### src/rtl/player_action_encoder.sv
// Per-player button front end: debounce, per-tick latch, priority resolve and attack cooldown.
// Optional ACTION_ENC_JUMP_LOCK_EN forbids a JUMP on the tick right after an issued JUMP.
module player_action_encoder #(
    parameter int DEB_CYCLES = 3,
    parameter int TICK_DIV   = 4,
    parameter int COOLDOWN   = 2
) (
    input  logic       clk,
    input  logic       rst,
    input  logic [5:0] btn,
    output logic       tick,
    output logic [5:0] action_out,
    output logic       conflict,
    output logic [1:0] cooldown
);

    localparam int DCW = (DEB_CYCLES < 2) ? 1 : $clog2(DEB_CYCLES);
    localparam int TCW = $clog2(TICK_DIV);
    localparam int CCW = $clog2(COOLDOWN + 1) + 2;

    localparam int B_R     = 5;
    localparam int B_L     = 4;
    localparam int B_JUMP  = 2;
    localparam int B_KICK  = 1;
    localparam int B_PUNCH = 0;

    localparam logic [5:0] ACT_R     = 6'b100000;
    localparam logic [5:0] ACT_L     = 6'b010000;
    localparam logic [5:0] ACT_WAIT  = 6'b001000;
    localparam logic [5:0] ACT_JUMP  = 6'b000100;
    localparam logic [5:0] ACT_KICK  = 6'b000010;
    localparam logic [5:0] ACT_PUNCH = 6'b000001;

    logic [5:0]     deb;
    logic [DCW-1:0] deb_cnt [6];
    logic [5:0]     stick;
    logic [TCW-1:0] tick_cnt;
    logic [CCW-1:0] cool_cnt;
    logic [5:0]     req;
    logic [5:0]     avail;
    logic [5:0]     next_action;
    logic           multi_req;
`ifdef ACTION_ENC_JUMP_LOCK_EN
    logic           jump_lock;
`endif

    // Raw buttons are sampled directly so raw->debounced latency stays exactly DEB_CYCLES.
    always_ff @(posedge clk) begin
        if (rst) begin
            deb <= '0;
            for (int i = 0; i < 6; i++) deb_cnt[i] <= '0;
        end else begin
            for (int i = 0; i < 6; i++) begin
                if (btn[i] == deb[i]) begin
                    deb_cnt[i] <= '0;
                end else if (deb_cnt[i] == DCW'(DEB_CYCLES - 1)) begin
                    deb[i]     <= btn[i];
                    deb_cnt[i] <= '0;
                end else begin
                    deb_cnt[i] <= deb_cnt[i] + DCW'(1);
                end
            end
        end
    end

    assign tick = (tick_cnt == TCW'(TICK_DIV - 1));

    always_ff @(posedge clk) begin
        if (rst) begin
            tick_cnt <= '0;
            stick    <= '0;
        end else begin
            tick_cnt <= tick ? '0 : tick_cnt + TCW'(1);
            stick    <= tick ? '0 : (stick | deb);
        end
    end

    // Conflict is judged on the raw request set, before any R/L, cooldown or lock drops.
    always_comb begin
        req       = stick | deb;
        multi_req = ($countones(req) > 1);
        avail     = req;
        if (req[B_R] && req[B_L]) begin
            avail[B_R] = 1'b0;
            avail[B_L] = 1'b0;
        end
        if (cool_cnt != '0) begin
            avail[B_KICK]  = 1'b0;
            avail[B_PUNCH] = 1'b0;
        end
`ifdef ACTION_ENC_JUMP_LOCK_EN
        if (jump_lock) avail[B_JUMP] = 1'b0;
`endif
        if (avail[B_JUMP])       next_action = ACT_JUMP;
        else if (avail[B_PUNCH]) next_action = ACT_PUNCH;
        else if (avail[B_KICK])  next_action = ACT_KICK;
        else if (avail[B_R])     next_action = ACT_R;
        else if (avail[B_L])     next_action = ACT_L;
        else                     next_action = ACT_WAIT;
    end

    always_ff @(posedge clk) begin
        if (rst) begin
            action_out <= ACT_WAIT;
            conflict   <= 1'b0;
            cool_cnt   <= '0;
        end else if (tick) begin
            action_out <= next_action;
            conflict   <= multi_req;
            if (next_action[B_KICK] || next_action[B_PUNCH]) cool_cnt <= CCW'(COOLDOWN);
            else if (cool_cnt != '0)                         cool_cnt <= cool_cnt - CCW'(1);
        end
    end

`ifdef ACTION_ENC_JUMP_LOCK_EN
    always_ff @(posedge clk) begin
        if (rst)       jump_lock <= 1'b0;
        else if (tick) jump_lock <= next_action[B_JUMP];
    end
`endif

    assign cooldown = (cool_cnt > CCW'(3)) ? 2'd3 : cool_cnt[1:0];

endmodule

### config.mk
export PLATFORM = sky130hd
export DESIGN_NAME = player_action_encoder
export DESIGN_NICKNAME = d
export VERILOG_FILES = /design/src/rtl/player_action_encoder.sv
export SDC_FILE = /design/constraint.sdc
export NUM_CORES = 1
export LEC_CHECK = 0
export BUFFER_PORTS_ARGS = -buffer_cell sky130_fd_sc_hd__clkbuf_2
export CORE_ASPECT_RATIO = 1.75
export CORE_MARGIN = 2
export CORE_UTILIZATION = 61
export CTS_CLUSTER_SIZE = 28
export DETAILED_ROUTE_END_ITERATION = 10
export PLACE_DENSITY = 0.81
export SLEW_MARGIN = 20
export SYNTH_ARGS = -nofsm -noshare
export SYNTH_HDL_FRONTEND = slang
export SYNTH_SLANG_ARGS = --single-unit
### constraint.sdc
create_clock -name clk -period 5.3 [get_ports clk]
set_input_delay 0.265 -clock clk [delete_from_list [all_inputs] [get_ports clk]]
set_output_delay 0.265 -clock clk [all_outputs]
set_load 0.01 [all_outputs]
Word level (Yosys, flattened, before mapping)
Memory sizes are Yosys's and may differ from the RTL's.
Index checks and enable logic that the tools add are counted.
- register bits after elaboration: 25
- RAM bits: 12
- input port bits: 8
- output and inout port bits: 10
- logic and storage cells: 173
- memories kept: 1
- memories (memory ; words ; width ; rd ports ; clocked after Yosys merged registers in ; write ports ; line ; source):
    deb_cnt ; 6 ; 2 ; 6 ; 0 ; 6 ; 35 ; logic [DCW-1:0] deb_cnt [6];
- add/subtract/negate cells: 13
- order comparisons: 2
- equality and inequality tests: 13
- muxes and demuxes: 96
- bitwise logic cells: 25
- reductions and logical operators: 12
- operators by type and width (operator ; count):
    two-way mux 1 bit ; 68
    two-way mux 2 bit ; 21
    two-way mux 6 bit ; 4
    bitwise OR 1 bit ; 18
    adder 2 x 1 -> 2 bit (second input constant) ; 7
    == test 2 bit (second input constant) ; 7
    AND reduction 2 bit ; 7
    two-way mux 4 bit ; 2
    adder 1 x 1 -> 2 bit ; 3
    == test 1 bit ; 6
    NOT 1 bit ; 6
    bitwise OR 6 bit ; 1
    two-way mux 5 bit ; 1
    adder 3 x 2 -> 4 bit ; 1
    > comparator 4 x 1 -> 1 bit (second input constant) ; 1
    > comparator 4 x 2 -> 1 bit (second input constant) ; 1
    nonzero test 4 bit ; 1
    subtractor 4 x 1 -> 4 bit (second input constant) ; 1
    adder 2 x 2 -> 3 bit ; 1
    nonzero test 2 bit ; 1
    OR reduction 2 bit ; 1
    logical AND 1 bit ; 1
    logical OR 1 bit ; 1

Depth between registers and ports, before layout
Gate-level depths: netlist of the first run.
- depth in word-level cells: 11
- gate-level depth with buffers: 8
- mapped depth without buffers: 8

Worst setup path before layout of the first run
No wires, ideal clock.
- path type: reg2reg
- start point: reg deb[0]
- end point: reg conflict
- setup time: 86 ps
- arrival time: 2271 ps
- required time: 5214 ps
- setup slack: 2943 ps
- cell stages (with the launch flop): 9
- path buffers: 0
- cell sequence: dfxtp_1 -> nor2_1 -> fa_1 -> inv_1 -> fa_1 -> nor2b_1 -> fa_1 -> nor2_1 -> a211oi_1
- word-level cells in the longest chain between the ends: 5
- RTL lines (element ; line ; source):
    from (decl) ; 34 ; logic [5:0] deb;
    from (signal, indexed assignment) ; 57 ; deb[i] <= btn[i];
    bitwise OR 6 bit ; 80 ; req = stick | deb;
    adder 1 x 1 -> 2 bit (not written as such) ; 81 ; multi_req = ($countones(req) > 1);
    adder 2 x 2 -> 3 bit (not written as such) ; 81 ;
    adder 3 x 2 -> 4 bit (not written as such) ; 81 ;
    > comparator 4 x 1 -> 1 bit ; 81 ;
    to (signal assigned) ; 109 ; conflict <= multi_req;
    to (decl) ; 13 ; output logic conflict,
No other way between the ends.
A chain may end at the register's enable or synchronous reset.

Final worst setup path of the first run
Ends and elaborated chain as after synthesis.

==> results.cfg, run 1 <==
[run_status]
status = completed

[routing]
detail_route.iter0.violations = 31
vias_per_cell = 5.38
wirelength_um = 2810
drt_pass1_iterations = 4
drc = 0
drtAntennaViolNets = 0
wire_per_inst_um = 13.0
vias = 1163

[final_layout]
diodes = 0
postLayoutCellArea_um2 = 1880
layout_common_cells = nor2_1, dfxtp_1, clkbuf_2
final_cells = 216
seq_area_um2 = 861
fillerInstances = 209
layout-drive-gt1-share_pct = 15.9
final_nets = 209
final_common_cell = nor2_1
multi_input_area_um2 = 766
area_growth_pct = 13.7

[power_and_ir_drop]
total_leakage_power_nw = 0.828
p_per_area_nw_per_um2 = 306
total_power_w = 0.000575
peakVddDrop_uv = 221

[logic_synthesis]
synth-xor-area-share_pct = 3.18
ys_seq_elements = 37
syn_area_um2 = 1650
ys_top_cells_by_area = dfxtp_1, edfxtp_1, nor2_1
synthSimpleGateAreaFrac_pct = 18.9
synthCells = 157
synth_largest_area_cell = dfxtp_1
ys_seq_area_share_pct = 52.2
yosysWarningCount = 0
synth_fa_ha_area_share_pct = 11.2
synth_compound_area_share_pct = 6.14
synth_top_family_by_area = simple AND/OR/NAND/NOR gates
async_flop_share_pct = 0
synthFlopType = dfxtp_1
netlist.area_leader.share_pct = 30.3
avgSynthCellArea_um2 = 10.5
ys_types = 31
synth_mux_area_share_pct = 4.25
synth_edf_count = 12

[clocking]
htree_levels = 2
cts_buffers = 5
clk_latency_ns = 0.29
cts_tree = done
cts_buffer_depth = 2
cts_root_buffer = clkbuf_8
cts_num_sinks = 37
cts_setup_buffers = 0
hold_buffers = 0
cts_resized = 0
path_clk_slew_ns = 0.07

[sta]
fin_crit_ns = 2.54
final-max-slew-violation-count = 0
clock-skew-final_ns = 0.00509
setup_tns_ns = 0
rsz0062_at_grt = false
finalHoldViolations = 0
setup_viol = 0
max_freq_ghz = 0.394
final.period_utilization_pct = 47.9

[setup_path]
path_class = flop to flop
end_kind = flop
critPathLaunchType = flop
critical_path_required_ns = 5.50
cp.arrival_ns = 2.74
path_max_fanout = 4

[hold_path]
hold_class = input port to flop

[die]
initial_core_util_pct = 62.8
boundaryPins = 18
rows = 25
die_w_um = 43.3
die_y_um = 72.8
fp.coreArea_um2 = 2630
die_area_um2 = 3150

[flow_run]
max-cap-violations = 0

[grt]
grt_pass1_wl_um = 4870
grt_max_degree = 26
grt.total_usage_pct = 21.1
grt_pass1_vias = 1210
grt.overflow.total = 0
grt_antenna_before_repair = 0

[placed_design]
dp.cells = 208
place.port_buffers = 17
place.gp.congestion = 0.813
hpwl_um = 2220
place_area_um2 = 1790
-- report_power, final --
part	internal (W)	switching (W)
clock network	0.0000910	0.0000934
logic	0.0000321	0.0000406
registers	0.000309	0.00000846
total	0.000432	0.000142
-- Yosys cell counts, types with 3 or more instances --
cell,n
inv_1,13
a22o_1,3
fa_1,3
edfxtp_1,12
mux2i_1,7
or3_1,9
ha_1,10
nand2_1,4
a21oi_1,3
dfxtp_1,25
xnor2_1,6
nor2_1,37
clkbuf_1,3
-- sequential cells by signal, indices dropped and copies added, names as in the netlist --
signal      count
stick           6
conflict        1
cool_cnt        4
deb_cnt        12
tick_cnt        2
deb             6
action_out      6
-- worst max-delay path: stages (launching register included) --
cell and delay (ns):
dfxtp_1 0.34, nor2_1 0.28, fa_1 0.44, inv_1 0.07
fa_1 0.40, nor2b_1 0.15, fa_1 0.48, nor2_1 0.05
a211oi_1 0.21
-- stage by stage --
step / hold slack (ns) / utilization [%] / worst slack, ns
after floorplan: 0.399 / - / 2.94
after global placement: 0.410 / 68.3 / 2.83
after detailed placement: 0.425 / 68.3 / 2.78
after CTS: 0.239 / 71.4 / 2.78
after global routing: 0.263 / 71.4 / 2.64
final: 0.245 / 71.4 / 2.76
-- area by class of cell --
class / instances / share of cell area, %
sequential: 37 / 45.9
timing repair buffer: 17 / 4.53
clock buffer: 6 / 3.87
tap: 27 / 1.80
multi-input combinational: 114 / 40.8
inverter: 13 / 2.60
clock inverter: 2 / 0.533
-- cells by family after synthesis --
kind of cell / Yosys count
fa+ha+maj: 13
compound gates: 13
simple gates: 63
xor+xnor: 6
buf+inv: 17
flops: 37
mux: 7
other cells: 1
-- layer usage --
| metal | track usage, % | vias up | wire (µm) |
|---|---|---|---|
| met2 | 39.6 | 15 | 1580 |
| met4 | 10.8 | 0 | 64 |
| met3 | 5.69 | 6 | 94 |
| met1 | 19.8 | 563 | 1070 |
| li1 | - | 579 | - |
| met5 | 0 | - | 0 |
-- path summary, 6_finish.rpt --
check	start	depth (start not counted)	end	slack (ns)
min reg2reg	tick_cnt[0]$_SDFF_PP0_	1	tick_cnt[0]$_SDFF_PP0_	0.43
min	btn[0]	3	deb[0]$_SDFFE_PP0N_	0.25
max reg2reg	deb[0]$_SDFFE_PP0N_	8	conflict$_SDFFE_PP0P_	2.76
max	deb[0]$_SDFFE_PP0N_	8	conflict$_SDFFE_PP0P_	2.76
Power figures use the tool's default switching activity.
==> run 2: changes to the inputs <==
Settings changed: CORE_UTILIZATION 61 to 51, PLACE_DENSITY 0.81 to 0.73.
Clock period 5.3 ns to 2.3 ns, I/O delays scaled along.
==> results.cfg, run 2 (same netlist as run 1, synthesis figures left out) <==
[setup_path]
cpMostUsedCell = fa_1
startpoint = stick[0]$_SDFF_PP0_
r2r_setup_slack_ns = -0.04
rr_worst_depth = 8
end_kind = flop
critical_path_required_ns = 2.50
critPathLaunchType = flop
slowest_stage = fa_1
path_class = flop to flop
cp.arrival_ns = 2.54
timing.rr.end = conflict$_SDFFE_PP0P_
endpoint = conflict$_SDFFE_PP0P_
path_max_fanout = 2
rr_startpoint = stick[0]$_SDFF_PP0_
slowest_delay_ns = 0.54
path_cells = nor2_2, fa_1, inv_1, fa_1, nor2b_4, fa_1, nor2_1, a211oi_1

[power_and_ir_drop]
peakVddDrop_uv = 567
total_leakage_power_nw = 0.888
p_per_area_nw_per_um2 = 743

[hold_path]
holdPathStages = 3
hold_class = input port to flop

[flow_run]
max-cap-violations = 0

[sta]
whs_ns = 0.103
fin_ws_ns = -0.0426
tightest_slew_ns = 0.508
final-max-slew-violation-count = 0
clock-skew-final_ns = 0.00544
maxSlewHeadroom_pct = 66.1
setup_viol = 1
rsz0062_at_grt = true
finalHoldViolations = 0
final.period_utilization_pct = 102
max_freq_ghz = 0.427
fin_crit_ns = 2.34

[grt]
grt_util_met1_pct = 18.5
grt_antenna_before_repair = 0
met2_usage_pct = 34.7
grt_pass1_wl_um = 5160
grt_pass1_vias = 1296
grt.total_usage_pct = 19.5
top_usage_layer = met2
grt.overflow.total = 0
grt_use_met3_pct = 5.00
grt_max_degree = 26

[clocking]
cts_tree = done
cts_buffer_depth = 2
clk_latency_ns = 0.29
cts_buffers = 5
cts_num_sinks = 37
path_clk_slew_ns = 0.07
htree_levels = 2
cts_root_buffer = clkbuf_8

[final_layout]
multi_input_area_um2 = 781
postLayoutCellArea_um2 = 2010
final_nets = 217
final_common_cell = nor2_1
largest_reg_flops = 12
area_growth_pct = 21.7
fillerInstances = 292
layout_common_cells = nor2_1, dfxtp_1, clkbuf_2
seq_area_um2 = 863
layout-drive-gt1-share_pct = 22.3
diodes = 0
regMostFlops = deb_cnt

[placed_design]
place.port_buffers = 17
hpwl_um = 2330
place_area_um2 = 1860
place.gp.congestion = 0.799

[die]
die_y_um = 79.3
die_w_um = 47
boundaryPins = 18
initial_core_util_pct = 53.1
rows = 27
die_area_um2 = 3720
fp.coreArea_um2 = 3110

[routing]
vias_per_cell = 5.02
drc = 0
vias = 1205
wirelength_um = 2950
drt_pass1_iterations = 4
drtAntennaViolNets = 0
detail_route.iter0.violations = 25
wire_per_inst_um = 12.3

[run_status]
status = finished, violations left
violations = setup timing
==> run 2: worst min-delay path by stage <==
stage	start	end
after floorplan	btn[0]	deb[0]$_SDFFE_PP0N_
after global placement	btn[2]	deb[2]$_SDFFE_PP0P_
after detailed placement	btn[1]	deb[1]$_SDFFE_PP0N_
after CTS	btn[2]	deb[2]$_SDFFE_PP0P_
after global routing	btn[4]	deb[4]$_SDFFE_PP0N_
final	btn[5]	deb[5]$_SDFFE_PP0P_
==> run 2: layout make-up <==
class | instances | share of cell area (%)
inverters | 13 | 2.43
clock buffers | 7 | 4.30
multi-input cells | 114 | 38.9
repair buffers | 25 | 7.23
well taps | 43 | 2.68
flip-flops and latches | 37 | 43.0
clock inverters | 1 | 1.50
==> run 2: critical path, delay by kind of cell (launching register included) <==
kind / cells / cell delay [ns]
adder cells (fa/ha/maj): 3 / 1.45
AO/OA/AOI/OAI: 1 / 0.18
AND/OR/NAND/NOR: 3 / 0.24
buffers and inverters: 1 / 0.05
flip-flops: 1 / 0.34
==> run 2: through the flow <==
step           setup TNS [ns]  std cells  utilization (%)  worst slack (ns)  power (W)
2_1_floorplan               0        168                -           0.00214   0.000868
3_3_place_gp          -0.0615        230             59.9           -0.0615   0.000917
3_5_place_dp           -0.164        230             59.9            -0.164   0.000930
4_1_cts               -0.0530        240             64.6           -0.0530    0.00151
5_1_grt                -0.134        240             64.6            -0.134    0.00156
6_report              -0.0426        240             64.6           -0.0426    0.00149
==> run 2: what timing repair did <==
item                                    in CTS  in global routing
resized for setup                            5                  0
buffers inserted                             2                  0
endpoints found under the setup margin       1                  1
hold buffers                                 0                  0
pin swaps                                    2                  1
==> run 2: report_power, final <==
group / switching (W) / leakage (nW) / internal [W]
Clock: 0.000213 / 0.0585 / 0.000353
Combinational: 0.000101 / 0.502 / 0.0000926
Sequential: 0.0000192 / 0.328 / 0.000713
==> run 2: layer usage <==
layer / wire length (µm) / share of wire, %
met2: 1670 / 57
met5: 0 / 0
met4: 85 / 2.9
met1: 1110 / 38
met3: 86 / 2.9
